<file path="src/rtl/avalon_st_pkt_multiplier.sv">
// avalon_st_pkt_multiplier
//   Avalon-ST sink/source pair around a sequential shift-add multiplier.
//   The sink collects one operand packet of N = 2*SZ/DSZ symbols: A then B,
//   each least-significant symbol first. The unsigned 2*SZ-bit product A*B
//   is formed one multiplier bit per cycle over SZ cycles. It is then
//   returned as one N-symbol packet on the source side, LSB symbol first.
//
// Ports
//   clk, _rst           clock (posedge) and synchronous active-low reset
//   data_in/valid_in    sink symbol and valid
//   startofpacket_in    sink first-symbol marker
//   endofpacket_in      sink last-symbol marker
//   ready_out           sink ready, ready latency 0 (high in IDLE and RX)
//   data_out/valid_out  source symbol and valid
//   startofpacket_out   source first-symbol marker
//   endofpacket_out     source last-symbol marker
//   ready_in            source ready from consumer, ready latency 0
//   busy                high while multiplying or transmitting
//   err_cnt             dropped malformed packets, saturates at 255
module avalon_st_pkt_multiplier #(
    parameter int unsigned SZ  = 32,
    parameter int unsigned DSZ = 8
) (
    input  logic           clk,
    input  logic           _rst,
    input  logic [DSZ-1:0] data_in,
    input  logic           valid_in,
    output logic           ready_out,
    input  logic           startofpacket_in,
    input  logic           endofpacket_in,
    output logic [DSZ-1:0] data_out,
    output logic           valid_out,
    input  logic           ready_in,
    output logic           startofpacket_out,
    output logic           endofpacket_out,
    output logic           busy,
    output logic [7:0]     err_cnt
);

    localparam int unsigned N  = 2 * SZ / DSZ;
    localparam int unsigned PW = 2 * SZ;
    localparam int unsigned IW = $clog2(N + 1);
    localparam int unsigned CW = $clog2(SZ + 1);

    generate
        if ((SZ % DSZ) != 0) begin : g_bad_width
            $error("avalon_st_pkt_multiplier: SZ must be a multiple of DSZ");
        end
    endgenerate

    typedef enum logic [1:0] {IDLE, RX, MUL, TX} state_t;

    state_t          state_q, state_d;
    logic [IW-1:0]   idx_q, idx_d;
    logic [CW-1:0]   cnt_q, cnt_d;
    logic [PW-1:0]   opnd_q, opnd_d;       // {B,A} as collected
    logic [PW-1:0]   mcand_q, mcand_d;     // A, shifted left each MUL cycle
    logic [SZ-1:0]   mplier_q, mplier_d;   // B, shifted right each MUL cycle
    logic [PW-1:0]   acc_q, acc_d;
    logic [7:0]      err_cnt_q, err_cnt_d;
    logic            ready_out_q, ready_out_d;
    logic            valid_out_q, valid_out_d;
    logic [DSZ-1:0]  data_out_q, data_out_d;
    logic            sop_out_q, sop_out_d;
    logic            eop_out_q, eop_out_d;
    logic            busy_q, busy_d;

    logic            sink_beat;
    logic            src_beat;
    logic            err_inc;
    logic [PW-1:0]   opnd_full;            // operands including the final symbol

    always_comb begin
        state_d     = state_q;
        idx_d       = idx_q;
        cnt_d       = cnt_q;
        opnd_d      = opnd_q;
        mcand_d     = mcand_q;
        mplier_d    = mplier_q;
        acc_d       = acc_q;
        err_cnt_d   = err_cnt_q;
        valid_out_d = valid_out_q;
        data_out_d  = data_out_q;
        sop_out_d   = sop_out_q;
        eop_out_d   = eop_out_q;
        err_inc     = 1'b0;

        sink_beat = valid_in & ready_out_q;
        src_beat  = valid_out_q & ready_in;

        opnd_full = opnd_q;
        opnd_full[PW-1 -: DSZ] = data_in;

        case (state_q)
            IDLE: begin
                if (sink_beat && startofpacket_in) begin
                    if (endofpacket_in) begin
                        err_inc = 1'b1;
                    end else begin
                        opnd_d[DSZ-1:0] = data_in;
                        idx_d           = IW'(1);
                        state_d         = RX;
                    end
                end
            end

            RX: begin
                if (sink_beat) begin
                    if (startofpacket_in) begin
                        // Restart: the aborted packet counts as an error; a
                        // restart that is also eop is a single-symbol drop.
                        err_inc = 1'b1;
                        if (endofpacket_in) begin
                            state_d = IDLE;
                        end else begin
                            opnd_d[DSZ-1:0] = data_in;
                            idx_d           = IW'(1);
                        end
                    end else if (idx_q == IW'(N - 1)) begin
                        if (endofpacket_in) begin
                            mcand_d  = {{SZ{1'b0}}, opnd_full[SZ-1:0]};
                            mplier_d = opnd_full[PW-1:SZ];
                            acc_d    = '0;
                            cnt_d    = '0;
                            state_d  = MUL;
                        end else begin
                            err_inc = 1'b1;
                            state_d = IDLE;
                        end
                    end else if (endofpacket_in) begin
                        err_inc = 1'b1;
                        state_d = IDLE;
                    end else begin
                        opnd_d[idx_q*DSZ +: DSZ] = data_in;
                        idx_d = idx_q + 1'b1;
                    end
                end
            end

            MUL: begin
                if (mplier_q[0]) begin
                    acc_d = acc_q + mcand_q;
                end
                mcand_d  = mcand_q << 1;
                mplier_d = mplier_q >> 1;
                cnt_d    = cnt_q + 1'b1;
                if (cnt_q == CW'(SZ - 1)) begin
                    idx_d   = '0;
                    state_d = TX;
                end
            end

            TX: begin
                // valid_out is low only on the first TX cycle, so that cycle
                // loads symbol 0; afterwards each source beat advances.
                if (!valid_out_q) begin
                    valid_out_d = 1'b1;
                    data_out_d  = acc_q[DSZ-1:0];
                    sop_out_d   = 1'b1;
                    eop_out_d   = 1'b0;
                    idx_d       = IW'(1);
                end else if (src_beat) begin
                    if (eop_out_q) begin
                        valid_out_d = 1'b0;
                        sop_out_d   = 1'b0;
                        eop_out_d   = 1'b0;
                        state_d     = IDLE;
                    end else begin
                        data_out_d = acc_q[idx_q*DSZ +: DSZ];
                        sop_out_d  = 1'b0;
                        eop_out_d  = (idx_q == IW'(N - 1));
                        idx_d      = idx_q + 1'b1;
                    end
                end
            end

            default: state_d = IDLE;
        endcase

        if (err_inc && (err_cnt_q != 8'hFF)) begin
            err_cnt_d = err_cnt_q + 8'd1;
        end

        ready_out_d = (state_d == IDLE) || (state_d == RX);
        busy_d      = (state_d == MUL) || (state_d == TX);
    end

    always_ff @(posedge clk) begin
        if (!_rst) begin
            state_q     <= IDLE;
            idx_q       <= '0;
            cnt_q       <= '0;
            opnd_q      <= '0;
            mcand_q     <= '0;
            mplier_q    <= '0;
            acc_q       <= '0;
            err_cnt_q   <= '0;
            ready_out_q <= 1'b0;
            valid_out_q <= 1'b0;
            data_out_q  <= '0;
            sop_out_q   <= 1'b0;
            eop_out_q   <= 1'b0;
            busy_q      <= 1'b0;
        end else begin
            state_q     <= state_d;
            idx_q       <= idx_d;
            cnt_q       <= cnt_d;
            opnd_q      <= opnd_d;
            mcand_q     <= mcand_d;
            mplier_q    <= mplier_d;
            acc_q       <= acc_d;
            err_cnt_q   <= err_cnt_d;
            ready_out_q <= ready_out_d;
            valid_out_q <= valid_out_d;
            data_out_q  <= data_out_d;
            sop_out_q   <= sop_out_d;
            eop_out_q   <= eop_out_d;
            busy_q      <= busy_d;
        end
    end

    assign ready_out         = ready_out_q;
    assign valid_out         = valid_out_q;
    assign data_out          = data_out_q;
    assign startofpacket_out = sop_out_q;
    assign endofpacket_out   = eop_out_q;
    assign busy              = busy_q;
    assign err_cnt           = err_cnt_q;

endmodule

</file>
<file path="config.mk">
export PLATFORM = sky130hd
export DESIGN_NAME = avalon_st_pkt_multiplier
export DESIGN_NICKNAME = d
export VERILOG_FILES = /design/src/rtl/avalon_st_pkt_multiplier.sv
export SDC_FILE = /design/constraint.sdc
export NUM_CORES = 1
export LEC_CHECK = 0
export CORE_MARGIN = 2
export CORE_UTILIZATION = 45
export CTS_CLUSTER_SIZE = 28
export DETAILED_ROUTE_END_ITERATION = 10
export HOLD_SLACK_MARGIN = 0.06
export SLEW_MARGIN = 20
export SYNTH_ARGS = -nofsm -noshare
export SYNTH_HDL_FRONTEND = slang
export SYNTH_SLANG_ARGS = --single-unit
export TNS_END_PERCENT = 100
</file>
<file path="constraint.sdc">
create_clock -name clk -period 3.7 [get_ports clk]
set_clock_uncertainty 0.05 [all_clocks]
set_input_delay 0.74 -clock clk [delete_from_list [all_inputs] [get_ports clk]]
set_output_delay 0.74 -clock clk [all_outputs]
set_load 0.005 [all_outputs]
</file>
==> flow_summary.yaml <==
yosys:
  synth_edf_count: 0
  synth_ff_type: "dfxtp_1"
  synthesis.area_um2: 14100
  synth-seq-cells: 249
  ys_warn_count: 0
  synthCells: 1800
  syn_nets: 1887
  ys_types: 79
  synthArstFlopShare: 0
  seq_area_frac_synth: 0.353
  post_synth.cell_area_avg_um2: 7.83
timing:
  max_freq_mhz: 284
  max_slew_margin: 0.373
  setup_ws_ps: 178
  finalCriticalPeriod_ps: 3520
  tightest_slew_ps: 939
  rsz0062_at_grt: "false"
  slew_viol_final: 0
  hold_viol: 0
  fin_setup_tns_ps: 0
  setup_violations: 0
  holdWs_ps: 402
  timing.final.crit_share: 0.952
finish:
  fin_util: 0.514
  stdcell_count: 2181
  n_antenna_cell: 0
  final_cell_mix: "nand2_1 (303), dfxtp_1 (246), nor2_1 (174)"
  layout-drive-gt1-share: 0.0784
  finalInstanceArea_um2: 15800
  layout.nets: 1849
  area_growth_pct: 12.0
  final_common_cell: "nand2_1"
clocking:
  cts_buffers: 29
  htreeDepth: 1
  clock_sinks: 249
  clk_pin_slew_ps: 60
  cts_hold_buf: 0
  cts_root_buffer: "clkbuf_16"
  cts_buffer_depth: 3
  cts_tree: "done"
  clk_latency_ps: 560
global_routing:
  antenna_found_initial: 0
  grt_first_pass_wirelength_um: 66800
  grt_pass1_vias: 11977
  overflow: 0
  track_usage: 0.252
  grt_max_degree: 102
critical_path:
  cp.arrival_ps: 3930
  cp-end-kind: "flip-flop"
  start_kind: "flip-flop"
  required_ps: 4100
  criticalPathCategory: "reg -> reg"
  cp_max_fo: 4
route:
  ant_nets: 0
  viasPerCell: 5.92
  routed_wirelength_um: 42100
  drc: 0
  dr.pass1.iters: 5
  post_drt_wl_per_cell_um: 19.3
  via_count: 12918
  drt_iter0_drc: 1065
pwr:
  p_seq_frac: 0.464
  p_int_mw: 4.49
  p_switching_mw: 1.31
  power_leakage_nw: 6.16
  ir_drop_mv: 0.397
  swShare: 0.226
  power.share.clock: 0.512
  fin_total_pwr_mw: 5.81
  powerDensity_nw_per_um2: 368
  power_frac_comb: 0.024
floorplanning:
  ios: 35
  std_cell_rows: 64
  fp.dieH_um: 181
  fp.dieW_um: 181
  initial_core_util: 0.459
  core_um2: 30700
  dieArea_um2: 32800
placed_design:
  port_buffers: 34
  gp_congestion: 0.928
  dp.cells: 2124
  place_hpwl_um: 29300
  place_area_um2: 14700
  dp_slack_ps: 150
status:
  status: "complete, no violations"
worst_hold_path:
  hp-class: "reg -> reg"
flow_run:
  maxCapViolCount: 0
==> kinds of logic (layout without fill, tap and decap cells) <==
family                     Yosys count  count (layout)  share of synthesized area
xor gates and xnor gates            68              68                     0.0422
AOI/OAI and AO/OA                  490             490                      0.233
muxes                               33              33                     0.0376
buffers and inverters              173             158                     0.0467
adders and majority gates           73              73                     0.0653
DFF                                249             249                      0.353
and+or+nand+nor                    714             714                      0.222
==> area by class of cell <==
cell class | count | area [um^2]
fill | 3016 | 15000
multi-input combinational | 1378 | 8520
sequential | 249 | 4990
clock buffer | 37 | 816
timing repair buffer | 71 | 668
tap | 396 | 495
clock inverter | 17 | 176
inverter | 33 | 129
==> cell usage after synthesis (all sizes together) (5+ instances only) <==
master	instances	area (um^2)
a211o	5	43.8
a211oi	5	37.5
a21boi	16	124
a21o	62	467
a21oi	161	810
a22oi	17	128
a311oi	63	558
a31oi	11	68.8
and2	11	68.8
and3	11	73.8
buf	11	50.1
clkbuf	129	484
dfxtp	249	4980
ha	72	901
inv	33	124
mux2i	17	170
mux4	16	360
nand2	303	1140
nand3	125	631
nand4	22	138
nor2	175	657
nor2b	8	50.1
nor3	21	105
nor3b	5	37.5
o2111ai	5	73.8
o21ai	91	459
o21bai	11	82.6
o221ai	9	78.8
or2	7	43.8
or3	7	48.8
xnor2	37	324
xor2	31	272
==> worst max-delay path: stages, from the launching register on <==
cell and delay [ps]:
dfxtp_2 360, ha_4 140, inv_1 40, fa_1 370, and2b_2 270, o2111ai_4 130, a21boi_2 210, o211a_4 220
o2111ai_4 130, a2111oi_4 370, o21ai_2 140, a311oi_2 380, o2111ai_2 180, a21o_1 200, a32o_1 240
==> registers in the layout, indices dropped and copies added, names as in the netlist <==
signal,cells
valid_out,1
acc_q,64
err_cnt,8
startofpacket_out,1
data_out,8
mplier_q,32
opnd_q,56
endofpacket_out,1
ready_out,1
state_q,2
idx_q,4
mcand_q,64
busy,1
cnt_q,6
==> worst paths after layout <==
kind / endpoint / slack (ps) / cells after the start / start
max: acc_q[62] / 180 / 14 / acc_q[0]
min: opnd_q[28] / 400 / 2 / opnd_q[28]
max reg2reg: acc_q[62] / 180 / 14 / acc_q[0]
min reg2reg: opnd_q[28] / 400 / 2 / opnd_q[28]
==> what timing repair did <==
action | 4_1_cts | 5_1_grt
gates resized for setup | 0 | 7
buffers inserted | 0 | 3
setup endpoints to repair | 0 | 3
==> power by group through the flow <==
stage                     combinational [mW]  sequential, mW  clock [mW]
final                                  0.141            2.69        2.97
after global routing                   0.153            2.69        3.13
after CTS                              0.142            2.69        3.03
after detailed placement               0.142            2.75           0
after global placement                 0.141            2.75           0
after floorplan                       0.0840            2.75           0
==> metal layers <==
layer,GRT usage,up-vias,part of all wire
met1,0.355,6170,0.46
met5,0,-,0
met4,0.0670,0,0.028
li1,-,6344,-
met3,0.0296,72,0.051
met2,0.408,332,0.46
(Power assumes the default switching activity.)
